File: src/rtl/stopwatch_pkg.sv
// stopwatch_pkg: shared types and 7-segment helpers for the mm:ss stopwatch.
//   state_t   : controller states IDLE / RUN / PAUSE / DONE
//   bcd_t     : one BCD digit
//   SEG_*     : active-low segment patterns {g,f,e,d,c,b,a}
//   seg7()    : digit to pattern, SEG_BLANK for non-decimal codes
package stopwatch_pkg;

   typedef enum logic [1:0] {
      IDLE  = 2'd0,
      RUN   = 2'd1,
      PAUSE = 2'd2,
      DONE  = 2'd3
   } state_t;

   typedef logic [3:0] bcd_t;

   localparam logic [6:0] SEG_0     = 7'h40;
   localparam logic [6:0] SEG_1     = 7'h79;
   localparam logic [6:0] SEG_2     = 7'h24;
   localparam logic [6:0] SEG_3     = 7'h30;
   localparam logic [6:0] SEG_4     = 7'h19;
   localparam logic [6:0] SEG_5     = 7'h12;
   localparam logic [6:0] SEG_6     = 7'h02;
   localparam logic [6:0] SEG_7     = 7'h78;
   localparam logic [6:0] SEG_8     = 7'h00;
   localparam logic [6:0] SEG_9     = 7'h10;
   localparam logic [6:0] SEG_BLANK = 7'h7F;

   function automatic logic [6:0] seg7(input bcd_t v);
      case (v)
         4'd0:    seg7 = SEG_0;
         4'd1:    seg7 = SEG_1;
         4'd2:    seg7 = SEG_2;
         4'd3:    seg7 = SEG_3;
         4'd4:    seg7 = SEG_4;
         4'd5:    seg7 = SEG_5;
         4'd6:    seg7 = SEG_6;
         4'd7:    seg7 = SEG_7;
         4'd8:    seg7 = SEG_8;
         4'd9:    seg7 = SEG_9;
         default: seg7 = SEG_BLANK;
      endcase
   endfunction

endpackage

File: src/rtl/stopwatch_timer_ctrl_key_debounce.sv
// key_debounce: 2-FF synchroniser plus stability counter for one raw key.
//   clock   : system clock
//   reset_n : asynchronous active-low reset (key reads released)
//   key_n   : raw key, active low
//   press   : one-cycle pulse when a press (1->0) has been stable DBNC_CYC cycles
module key_debounce #(
   parameter int unsigned DBNC_CYC = 1_000_000
) (
   input  logic clock,
   input  logic reset_n,
   input  logic key_n,
   output logic press
);
   import stopwatch_pkg::*;

   localparam int unsigned CW = $clog2(DBNC_CYC + 1);

   logic          sync1, sync2, stable;
   logic [CW-1:0] cnt;

   always_ff @(posedge clock or negedge reset_n) begin
      if (!reset_n) begin
         sync1  <= 1'b1;
         sync2  <= 1'b1;
         stable <= 1'b1;
         cnt    <= '0;
         press  <= 1'b0;
      end else begin
         sync1 <= key_n;
         sync2 <= sync1;
         press <= 1'b0;
         if (sync2 == stable) begin
            cnt <= '0;
         end else if (cnt == CW'(DBNC_CYC - 1)) begin
            // Level has differed for DBNC_CYC cycles: accept it; only a
            // falling edge produces a pulse.
            stable <= sync2;
            cnt    <= '0;
            press  <= ~sync2;
         end else begin
            cnt <= cnt + 1'b1;
         end
      end
   end

endmodule

File: src/rtl/stopwatch_timer_ctrl.sv
// stopwatch_timer_ctrl: mm:ss stopwatch / countdown timer driving 4 x 7-seg.
//   clock, reset_n           : clock, asynchronous active-low reset
//   start_key_n, clear_key_n : raw keys (run/pause toggle, clear)
//   lap_key_n                : raw lap-hold key, only active with LAP_HOLD_EN
//   mode_down                : count direction, latched when leaving IDLE
//   load, preset_bcd         : one-cycle load of a clamped BCD preset
//   time_bcd                 : displayed count {min_t,min_u,sec_t,sec_u}
//   hex3..hex0               : registered active-low segments, hex3 = min tens
//   running, expired, wrap   : in RUN, in DONE, up-count wrap pulse
// Optional feature macro: LAP_HOLD_EN (lap freeze of display while counting).
module stopwatch_timer_ctrl #(
   parameter int unsigned DIV      = 50_000_000,
   parameter int unsigned DBNC_CYC = 1_000_000,
   parameter int unsigned MAX_MIN  = 59
) (
   input  logic        clock,
   input  logic        reset_n,
   input  logic        start_key_n,
   input  logic        clear_key_n,
   input  logic        lap_key_n,
   input  logic        mode_down,
   input  logic        load,
   input  logic [15:0] preset_bcd,
   output logic [15:0] time_bcd,
   output logic [6:0]  hex3,
   output logic [6:0]  hex2,
   output logic [6:0]  hex1,
   output logic [6:0]  hex0,
   output logic        running,
   output logic        expired,
   output logic        wrap
);
   import stopwatch_pkg::*;

   localparam int unsigned     PW      = $clog2(DIV);
   localparam logic [PW-1:0]   PRE_TOP = PW'(DIV - 1);
   localparam bcd_t            MAX_T   = bcd_t'(MAX_MIN / 10);
   localparam bcd_t            MAX_U   = bcd_t'(MAX_MIN % 10);
   localparam logic [15:0]     TOP_BCD = {MAX_T, MAX_U, 4'd5, 4'd9};

   function automatic logic [15:0] clamp_bcd(input logic [15:0] v);
      bcd_t mt, mu, st, su;
      mt = (v[15:12] > 4'd9) ? 4'd9 : v[15:12];
      mu = (v[11:8]  > 4'd9) ? 4'd9 : v[11:8];
      st = (v[7:4]   > 4'd5) ? 4'd5 : v[7:4];
      su = (v[3:0]   > 4'd9) ? 4'd9 : v[3:0];
      if ((mt > MAX_T) || ((mt == MAX_T) && (mu > MAX_U)))
         clamp_bcd = TOP_BCD;
      else
         clamp_bcd = {mt, mu, st, su};
   endfunction

   function automatic logic [15:0] bcd_inc(input logic [15:0] v);
      bcd_t mt, mu, st, su;
      {mt, mu, st, su} = v;
      if (su != 4'd9) su = su + 4'd1;
      else begin
         su = '0;
         if (st != 4'd5) st = st + 4'd1;
         else begin
            st = '0;
            if (mu != 4'd9) mu = mu + 4'd1;
            else begin
               mu = '0;
               mt = mt + 4'd1;
            end
         end
      end
      bcd_inc = {mt, mu, st, su};
   endfunction

   // Saturates at 00:00 so a zero count resumed from PAUSE simply expires.
   function automatic logic [15:0] bcd_dec(input logic [15:0] v);
      bcd_t mt, mu, st, su;
      {mt, mu, st, su} = v;
      if (v != '0) begin
         if (su != 4'd0) su = su - 4'd1;
         else begin
            su = 4'd9;
            if (st != 4'd0) st = st - 4'd1;
            else begin
               st = 4'd5;
               if (mu != 4'd0) mu = mu - 4'd1;
               else begin
                  mu = 4'd9;
                  mt = mt - 4'd1;
               end
            end
         end
      end
      bcd_dec = {mt, mu, st, su};
   endfunction

   state_t        state, next_state;
   logic [PW-1:0] pre;
   logic [15:0]   time_q, time_step, lap_val, disp;
   logic          dir, lap_hold, lap_toggle;
   logic          start_p, clear_p, lap_p;
   logic          load_acc, tick, at_max;

   key_debounce #(.DBNC_CYC(DBNC_CYC)) u_start (
      .clock(clock), .reset_n(reset_n), .key_n(start_key_n), .press(start_p));
   key_debounce #(.DBNC_CYC(DBNC_CYC)) u_clear (
      .clock(clock), .reset_n(reset_n), .key_n(clear_key_n), .press(clear_p));
   key_debounce #(.DBNC_CYC(DBNC_CYC)) u_lap (
      .clock(clock), .reset_n(reset_n), .key_n(lap_key_n), .press(lap_p));

   // Priority clear > load > start > tick is folded into these qualifiers.
   assign load_acc = load && (state != RUN);
   assign tick     = (state == RUN) && (pre == PRE_TOP) && !clear_p && !start_p;
   assign at_max   = (time_q == TOP_BCD);

   always_comb begin
      if (dir)         time_step = bcd_dec(time_q);
      else if (at_max) time_step = '0;
      else             time_step = bcd_inc(time_q);
   end

   // State register
   always_ff @(posedge clock or negedge reset_n) begin
      if (!reset_n) state <= IDLE;
      else          state <= next_state;
   end

   // Next-state logic
   always_comb begin
      next_state = state;
      if (clear_p) begin
         next_state = IDLE;
      end else if (load_acc) begin
         if (state == DONE) next_state = IDLE;
      end else begin
         unique case (state)
            IDLE:  if (start_p && !(mode_down && (time_q == '0))) next_state = RUN;
            RUN:   if (start_p) next_state = PAUSE;
                   else if (tick && dir && (time_step == '0)) next_state = DONE;
            PAUSE: if (start_p) next_state = RUN;
            DONE:  next_state = DONE;
         endcase
      end
   end

   // Output logic
   always_comb begin
      running = (state == RUN);
      expired = (state == DONE);
   end

   always_ff @(posedge clock or negedge reset_n) begin
      if (!reset_n) begin
         time_q <= '0;
         pre    <= '0;
         dir    <= 1'b0;
         wrap   <= 1'b0;
      end else begin
         wrap <= 1'b0;
         if (clear_p) begin
            time_q <= '0;
            pre    <= '0;
         end else if (load_acc) begin
            time_q <= clamp_bcd(preset_bcd);
         end else if (tick) begin
            time_q <= time_step;
            pre    <= '0;
            wrap   <= !dir && at_max;
         end else if ((state == RUN) && !start_p) begin
            pre <= pre + 1'b1;
         end
         if ((state == IDLE) && (next_state == RUN)) begin
            dir <= mode_down;
            pre <= '0;
         end
      end
   end

`ifdef LAP_HOLD_EN
   assign lap_toggle = lap_p;
`else
   // Lap key stays debounced but cannot set the hold flag.
   assign lap_toggle = lap_p & lap_hold;
`endif

   always_ff @(posedge clock or negedge reset_n) begin
      if (!reset_n) begin
         lap_hold <= 1'b0;
         lap_val  <= '0;
      end else if (state != RUN) begin
         lap_hold <= 1'b0;
      end else if (lap_toggle) begin
         lap_hold <= !lap_hold;
         lap_val  <= time_q;
      end
   end

   assign disp     = lap_hold ? lap_val : time_q;
   assign time_bcd = disp;

   always_ff @(posedge clock or negedge reset_n) begin
      if (!reset_n) begin
         hex3 <= SEG_0;
         hex2 <= SEG_0;
         hex1 <= SEG_0;
         hex0 <= SEG_0;
      end else begin
         hex3 <= seg7(disp[15:12]);
         hex2 <= seg7(disp[11:8]);
         hex1 <= seg7(disp[7:4]);
         hex0 <= seg7(disp[3:0]);
      end
   end

endmodule

File: config.mk
export PLATFORM = sky130hd
export DESIGN_NAME = stopwatch_timer_ctrl
export DESIGN_NICKNAME = d
export VERILOG_FILES = /design/src/rtl/stopwatch_pkg.sv /design/src/rtl/stopwatch_timer_ctrl_key_debounce.sv /design/src/rtl/stopwatch_timer_ctrl.sv
export SDC_FILE = /design/constraint.sdc
export NUM_CORES = 1
export LEC_CHECK = 0
export CAP_MARGIN = 10
export CORE_MARGIN = 10
export CORE_UTILIZATION = 35
export CTS_CLUSTER_SIZE = 8
export DETAILED_ROUTE_END_ITERATION = 6
export DONT_BUFFER_PORTS = 1
export GPL_ROUTABILITY_DRIVEN = 0
export GPL_TIMING_DRIVEN = 1
export SETUP_SLACK_MARGIN = 0.02
export SLEW_MARGIN = 10
export SYNTH_ARGS = -nofsm -noshare
export SYNTH_HDL_FRONTEND = slang
export SYNTH_SLANG_ARGS = --single-unit
File: constraint.sdc
create_clock -name clock -period 8.19 [get_ports clock]
set_clock_uncertainty 0.15 [all_clocks]
set_input_delay 1.638 -clock clock [delete_from_list [all_inputs] [get_ports clock]]
set_output_delay 1.638 -clock clock [all_outputs]
set_load 0.01 [all_outputs]
==> results.yml, run 1 <==
run_status:
  status: "finished clean"
die:
  io_pins: 70
  die-area_um2: 32800
  placementRows: 58
  start_util: 0.358
  die_w_um: 181
  die_h_um: 181
  coreArea_um2: 25300
final_layout:
  drive_gt1_frac: 0.0845
  fillers: 2486
  area_growth_pct: 10.0
  regArea_um2: 4100
  multiInputGateArea_um2: 4670
  final_nets: 1006
  final_cells: 1291
yosys:
  async_flop_share: 1.00
  synth_edf_count: 0
  synth_xor_area_frac: 0.0608
  postSynthAreaPerCell_um2: 9.46
  synth-compound-area-share: 0.131
  yosysSeqAreaShare: 0.451
  ys_warn_count: 0
  ys_seq_elements: 163
  synth_ff_type: "dfrtp_1"
  synthSimpleGateAreaFrac: 0.233
  yosysUniqueCellTypes: 86
  muxShareOfSynthArea: 0.0382
  synthAdderAreaFrac: 0.0510
  netlist_area_um2: 9070
  synthCells: 959
  synth_top_family_by_area: "simple AND/OR/NAND/NOR gates"
  syn_nets: 1019
placement:
  port_buffers: 0
  dp_hpwl_um: 14700
  placed_cells: 1257
drt:
  drcViolationCount: 0
  ant_nets: 0
  via_per_inst: 5.31
  dr.pass1.iters: 5
  vias: 6860
  wirelength_um: 20900
  wl_per_cell_um: 16.2
  drt_iter0_drc: 396
clock_network:
  cts_setup_buffers: 0
  cts_buffer_depth: 2
  cts_tree: "done"
  cts_buffers: 17
  cts_root_buffer: "clkbuf_16"
  cts_hold_buf: 0
  clkLatencyLatePin_ns: 0.43
  path_clk_slew_ns: 0.07
  clock_sinks: 163
  cts_resized: 0
  cts_max_level: 4
global_routing:
  grt_use_met3: 0.0422
  met1_usage: 0.164
  grt_pass1_vias: 6816
  grt_util_met2: 0.200
  grt_antenna_before_repair: 2
  top_usage_layer: "met2"
  grtUsageTotal: 0.128
  grt_max_degree: 164
  grt_pass1_wl_um: 35200
  overflow: 0
timing:
  min_period_ns: 4.18
  relSlewSlack: 0.312
  whs_ns: 0.208
  max_freq_ghz: 0.239
  tightest_slew_ns: 1.02
  rsz0062_at_grt: "false"
  maxSlewViolCount: 0
  setup_viol: 0
  post-route-period-util: 0.510
  setup_tns_ns: 0
  hold_viol: 0
setup_path:
  end_kind: "primary output"
  cp.arrival_ns: 2.39
  critical_path.startpoint_type: "flop"
  cp.required_ns: 6.40
  path_class: "flop to primary output"
  path_max_fanout: 22
hold_path:
  min_path_type: "flop to flop"
run:
  drv_cap: 0
power:
  p_per_area_nw_per_um2: 201
  ir_drop_mv: 0.123
  power.leakage_nw: 4.15
-- sequential cells by signal (all words and copies together) (netlist names), 2 cells and up --
register     count
u_lap.cnt       20
lap_val         16
hex2             7
u_clear.cnt     20
hex0             7
state            2
hex3             7
pre             26
u_start.cnt     20
time_q          16
hex1             7
-- cell usage after synthesis, types with 20 or more instances --
library cell | number | area [µm²]
o21ai_0 | 44 | 220
nand4_1 | 20 | 125
a21oi_1 | 74 | 370
dfrtp_1 | 150 | 3750
clkbuf_1 | 24 | 90.1
ha_1 | 37 | 463
nor2_1 | 115 | 432
xnor2_1 | 38 | 333
nand2_1 | 90 | 338
inv_1 | 39 | 146
nand3_1 | 37 | 185
xor2_1 | 25 | 219
mux2i_1 | 20 | 200
nor3_1 | 23 | 115
-- cell type report --
type,instances,area share
clock buffer,18,0.0440
clock inverter,14,0.0191
sequential,163,0.410
inverter,40,0.0150
multi-input combinational,721,0.468
tap,330,0.0414
antenna,2,0.000501
timing repair buffer,3,0.00226
-- layout by cell type (no fill, tap or decap), types with 4 or more instances in the layout --
cell and n:
dfrtp_1 150, nor2_1 115, nand2_1 90, a21oi_1 74, o21ai_0 44, inv_1 39, xnor2_1 38, nand3_1 37
ha_1 37, xor2_1 25, nor3_1 23, nand4_1 20, mux2i_1 20, or3_1 17, clkbuf_16 17, and3_1 16
dfstp_2 13, nor4_1 10, and4_1 9, mux2_2 9, a211oi_1 8, nor4b_1 7, nor2b_1 6, a21o_1 6
a31oi_1 5, o21a_1 5, o211ai_1 5, or4_1 4, nor3b_1 4, o22ai_1 4, and3b_1 4, a2bb2oi_1 4
inv_6 4
-- path summary, 6_finish.rpt --
kind                               start       endpoint  slack (ns)  depth (start not counted)
setup / recovery                lap_hold    time_bcd[6]        4.01                          2
max in group asynchronous        reset_n  u_start.sync1        6.82                          0
hold reg to reg            u_start.sync1  u_start.sync2        0.21                          0
hold / removal             u_start.sync1  u_start.sync2        0.21                          0
setup reg to reg               time_q[0]       state[1]        4.48                          8
min in group asynchronous        reset_n  u_lap.cnt[10]        0.76                          0
-- cell families (layout without fill, tap and decap cells) --
group           after synthesis  count (layout)
buf+inv                      75              75
fa+ha+maj                    37              37
compound gates              191             191
other cells                   0               2
flops                       163             163
simple gates                399             399
xor+xnor                     63              63
mux                          31              31
-- stage by stage --
stage	setup slack (ns)	area, µm²	power, mW	utilization
floorplan	4.88	9070	1.10	-
finish	4.01	9980	2.00	0.394
CTS	3.97	9980	2.03	0.394
detailed placement	4.45	9350	1.16	0.369
global placement	4.51	9350	1.15	0.369
global route	3.81	9980	2.10	0.394
-- layer usage --
layer / wire, µm / vias to the layer above
li1: - / 3387
met5: 0 / -
met1: 9580 / 3305
met3: 1480 / 14
met2: 9620 / 154
met4: 184 / 0
-- critical path, cell delays in order, from the launching register on --
cell	delay (ns)
dfrtp_1	0.94
mux2i_1	0.61
clkinv_1	0.41
-- power breakdown --
group	total (mW)	internal [mW]	switching (mW)
combinational	0.214	0.0829	0.131
clock	0.863	0.499	0.364
sequential	0.927	0.859	0.0681
(Power assumes the default switching activity.)
==> inputs of run 2 (changes only) <==
--- a/config.mk
+++ b/config.mk
@@ -5,6 +5,7 @@
 export SDC_FILE = /design/constraint.sdc
 export NUM_CORES = 1
 export LEC_CHECK = 0
+export ABC_AREA = 1
 export CAP_MARGIN = 10
 export CORE_MARGIN = 10
 export CORE_UTILIZATION = 35
==> constraint.sdc (replaced) <==
create_clock -name clock -period 3.65 [get_ports clock]
set_clock_uncertainty 0.15 [all_clocks]
set_input_delay 0.73 -clock clock [delete_from_list [all_inputs] [get_ports clock]]
set_output_delay 0.73 -clock clock [all_outputs]
set_load 0.01 [all_outputs]
==> results.yml, run 2 <==
setup_path:
  cp.arrival_ns: 1.81
  rr_worst_depth: 13
  crit_end: "time_bcd[9]"
  path_class: "flop to primary output"
  reg2reg_slack_ns: 1.04
  r2r_start: "time_q[5]"
  critical_path.startpoint_type: "flop"
  cp-startpoint: "lap_hold"
  path_max_fanout: 17
  end_kind: "primary output"
  r2r_end: "state[1]"
  cp.required_ns: 2.77
clock_network:
  clock_sinks: 163
  path_clk_slew_ns: 0.06
  cts_tree: "done"
  clkLatencyLatePin_ns: 0.43
  cts_buffer_depth: 2
  cts_max_level: 4
  cts_buffers: 17
  cts_root_buffer: "clkbuf_16"
  cts_setup_buffers: 0
  cts_resized: 0
die:
  io_pins: 70
  die-area_um2: 33900
  die_w_um: 184
  placementRows: 60
  start_util: 0.353
  coreArea_um2: 26700
  die_h_um: 184
hold_path:
  min_path_type: "input pin to asynchronous set/reset pin"
yosys:
  synth_top_area_cell: "dfrtp_1"
  synth_top_cell_area_share: 0.398
  async_flop_share: 1.00
  yosysMostFrequentCell: "nand2_1"
  netlist_area_um2: 9420
  yosysUniqueCellTypes: 60
  ys_top_cells_by_area: "dfrtp_1 (40%), nand2_1 (7.1%), inv_1 (5.5%)"
  yosysSeqAreaShare: 0.435
  synth_ff_type: "dfrtp_1"
  synth_edf_count: 0
  syn_nets: 1213
  postSynthAreaPerCell_um2: 8.17
  ys_warn_count: 0
  ys_seq_elements: 163
  synth_common_cells: "nand2_1 (178), dfrtp_1 (150), inv_1 (139)"
  synthCells: 1153
timing:
  maxSlewViolCount: 0
  post-route-period-util: 0.738
  min_period_ns: 2.69
  whs_ns: -0.151
  setup_viol: 0
  setup_tns_ns: 0
  setup_ws_ns: 0.956
  relSlewSlack: 0.562
  tightest_slew_ns: 0.655
  hold_viol: 150
  rsz0062_at_grt: "false"
  max_freq_ghz: 0.371
run:
  drv_cap: 0
drt:
  via_per_inst: 5.07
  vias: 7670
  wirelength_um: 21800
  drcViolationCount: 0
  wl_per_cell_um: 14.4
  drt_iter0_drc: 418
  dr.pass1.iters: 5
  ant_nets: 0
final_layout:
  final_cell_mix: "nand2_1 (178), dfrtp_1 (150), inv_1 (139), nor2_1 (137), o21ai_0 (90)"
  final_common_cell: "nand2_1"
  final_nets: 1218
  top_register: "pre"
  drive_gt1_frac: 0.119
  largest_register_ffs: 26
  multiInputGateArea_um2: 4640
  fillers: 2682
  regArea_um2: 4100
  area_growth_pct: 10.6
  design_area_um2: 10400
  num_antenna_cells: 0
placement:
  placed_area_um2: 9780
  dp_hpwl_um: 15600
  pre_cts_slack_ns: 1.10
  port_buffers: 0
global_routing:
  grt_pass1_wl_um: 36900
  grt_pass1_vias: 7482
  grt_antenna_before_repair: 0
  grtUsageTotal: 0.133
  overflow: 0
  grt_max_degree: 164
power:
  ir_drop_mv: 0.290
  p_per_area_nw_per_um2: 364
  power.leakage_nw: 4.47
  fin_total_pwr_mw: 3.79
run_status:
  violations: "hold timing"
  status: "finished with violations"
## run 2: how the worst min path moves through the flow
| stage | start | endpoint | slack, ns |
|---|---|---|---|
| floorplan | u_clear.sync1 | u_clear.sync2 | 0.20 |
| global route | reset_n | hex2[5] | -0.18 |
| CTS | reset_n | hex1[0] | -0.17 |
| global placement | u_clear.sync1 | u_clear.sync2 | 0.20 |
| detailed placement | u_start.sync1 | u_start.sync2 | 0.20 |
| finish | reset_n | hex1[0] | -0.15 |
## run 2: cells by family after synthesis
family / Yosys count / share of synthesized area
mux: 4 / 0.00438
compound gates: 194 / 0.115
flops: 163 / 0.435
buf+inv: 173 / 0.0726
xor+xnor: 31 / 0.0288
simple gates: 551 / 0.295
fa+ha+maj: 37 / 0.0491
## run 2: worst max-delay path: stages, from the launching register on
cell	delay (ns)
dfrtp_1	0.38
buf_4	0.20
o21ai_0	0.53
inv_1	0.27
## run 2: area by class of cell
class                      count  area share
sequential                   163       0.393
timing repair buffer           4     0.00288
clock inverter                10      0.0139
inverter                     155      0.0561
tap                          341      0.0410
multi-input combinational    817       0.446
clock buffer                  22      0.0474
## run 2: per-stage QoR
stage,std cells,hold slack [ns],util
finish,1512,-0.151,0.390
detailed placement,1480,0.197,0.366
floorplan,1153,0.195,-
global route,1512,-0.177,0.390
CTS,1512,-0.169,0.390
global placement,1480,0.197,0.366
## run 2: routing by layer
layer  global-route usage  part of all wire  vias up
met3               0.0346             0.054       18
met4               0.0403             0.012        0
li1                     -                 -     3842
met1                0.170              0.47     3642
met5                    0                 0        -
met2                0.214              0.47      168
## run 2: power breakdown
part / internal (mW) / leakage, nW / switching, mW
sequential: 1.82 / 2.00 / 0.00787
combinational: 0.0110 / 2.16 / 0.0222
clock: 1.17 / 0.309 / 0.752
==> inputs of run 3 (changes only) <==
==> constraint.sdc (replaced) <==
create_clock -name clock -period 2.75 [get_ports clock]
set_clock_uncertainty 0.15 [all_clocks]
set_input_delay 0.55 -clock clock [delete_from_list [all_inputs] [get_ports clock]]
set_output_delay 0.55 -clock clock [all_outputs]
set_load 0.01 [all_outputs]
==> results.yml, run 3 (synthesized netlist as in run 2, its figures left out) <==
run_status:
  status: "finished with violations"
  violations: "hold timing"
drt:
  drcViolationCount: 0
  vias: 7838
  wl_per_cell_um: 14.5
  drt_iter0_drc: 579
  wirelength_um: 22300
  ant_nets: 0
  via_per_inst: 5.08
  dr.pass1.iters: 6
global_routing:
  grt_max_degree: 164
  grt_antenna_before_repair: 0
  overflow: 0
  grtUsageTotal: 0.131
  grt_pass1_vias: 7447
  grt_pass1_wl_um: 36600
clock_network:
  cts_max_level: 4
  cts_buffer_depth: 2
  cts_tree: "done"
  cts_hold_buf: 3
  clkLatencyLatePin_ns: 0.43
  cts_root_buffer: "clkbuf_16"
  path_clk_slew_ns: 0.07
  clock_sinks: 163
  cts_buffers: 17
run:
  drv_cap: 0
die:
  io_pins: 70
  coreArea_um2: 26700
  die_w_um: 184
  die-area_um2: 33900
  die_h_um: 184
  placementRows: 60
  start_util: 0.353
final_layout:
  final_nets: 1248
  regArea_um2: 4100
  largest_register_ffs: 26
  drive_gt1_frac: 0.142
  final_cell_mix: "nand2_1 (178), dfrtp_1 (149), inv_1 (137), nor2_1 (137), o21ai_0 (87)"
  fillers: 2682
  post-route-util: 0.397
  top_register: "pre"
  num_antenna_cells: 0
  multiInputGateArea_um2: 4660
  final_common_cell: "nand2_1"
  area_growth_pct: 12.7
setup_path:
  max_stage_delay_ns: 0.41
  end_kind: "primary output"
  critical_path.startpoint_type: "flop"
  cp.arrival_ns: 1.88
  crit_slowest_cell: "dfrtp_2"
  path_buf_inv: 3
  cp_top_family: "buffers and inverters"
  worstPathCellList: "inv_2 > or2_2 > o21ai_0 > inv_1 > buf_4"
  path_max_fanout: 17
  cp.required_ns: 2.05
  path_class: "flop to primary output"
placement:
  port_buffers: 0
  dp_hpwl_um: 15900
  pre_cts_slack_ns: 0.166
hold_path:
  min_path_type: "input pin to asynchronous set/reset pin"
timing:
  rsz0062_at_grt: "false"
  setup_viol: 0
  setup_tns_ns: 0
  tightest_slew_ns: 0.591
  min_period_ns: 2.58
  relSlewSlack: 0.602
  max_freq_ghz: 0.388
  whs_ns: -0.335
  post-route-period-util: 0.938
  hold_viol: 163
  setup_ws_ns: 0.170
  maxSlewViolCount: 0
power:
  power.leakage_nw: 4.58
  ir_drop_mv: 0.312
  p_per_area_nw_per_um2: 462
  fin_total_pwr_mw: 4.90
[run 3: layout make-up]
class	count	area share
Clock buffer	17	0.0401
Tap cell	341	0.0402
Multi-Input combinational cell	817	0.438
Sequential cell	163	0.386
Inverter	155	0.0550
Timing Repair Buffer	34	0.0247
Clock inverter	15	0.0158
[run 3: path summary, 6_finish.rpt]
check,from,endpoint,slack (ns),cells after the start
min reg2reg,u_start.sync1,u_start.sync2,0.21,0
max reg2reg,time_q[5],state[1],0.20,16
min,reset_n,hex1[0],-0.33,0
min in group clock,preset_bcd[4],time_q[4],0.16,2
max in group asynchronous,reset_n,hex0[6],2.43,0
max,lap_hold,time_bcd[12],0.17,5
[run 3: stage by stage]
step,cells,instance area (µm²)
3_3_place_gp,1499,9920
6_report,1542,10600
4_1_cts,1536,10600
5_1_grt,1542,10600
3_5_place_dp,1499,9920
2_1_floorplan,1153,9420
[run 3: per-layer routing]
metal | vias to the layer above | part of all wire | global-route usage
li1 | 3902 | - | -
met1 | 3737 | 0.46 | 0.169
met2 | 185 | 0.47 | 0.216
met3 | 14 | 0.057 | 0.0308
met4 | 0 | 0.0099 | 0.0338
met5 | - | 0 | 0
[run 3: where the power goes]
part	leakage [nW]	internal (mW)	switching, mW
Combinational	2.30	0.0202	0.0311
Clock	0.286	1.36	1.07
Sequential	1.99	2.42	0.0108
[run 3: worst reg2reg max path: stages, from the launching register on]
cell and delay, ns:
dfrtp_1 0.45, inv_1 0.16, ha_1 0.19, nand3_1 0.17
nor2_4 0.27, buf_4 0.19, nand3_1 0.09, xor2_1 0.16
nand2_1 0.06, nand2_1 0.06, inv_1 0.06, nand2_1 0.05
nor2_1 0.08, nand3_1 0.11, nand2_1 0.07, nand2_1 0.05
a21oi_2 0.10
[run 3: timing repair]
action / CTS / global route
gates resized for setup: 2 / 7
setup buffers: 2 / 6
pin swaps: 0 / 2
endpoints found under the setup margin: 11 / 4
cloned: 0 / 0
hold endpoints to repair: 166 / 163
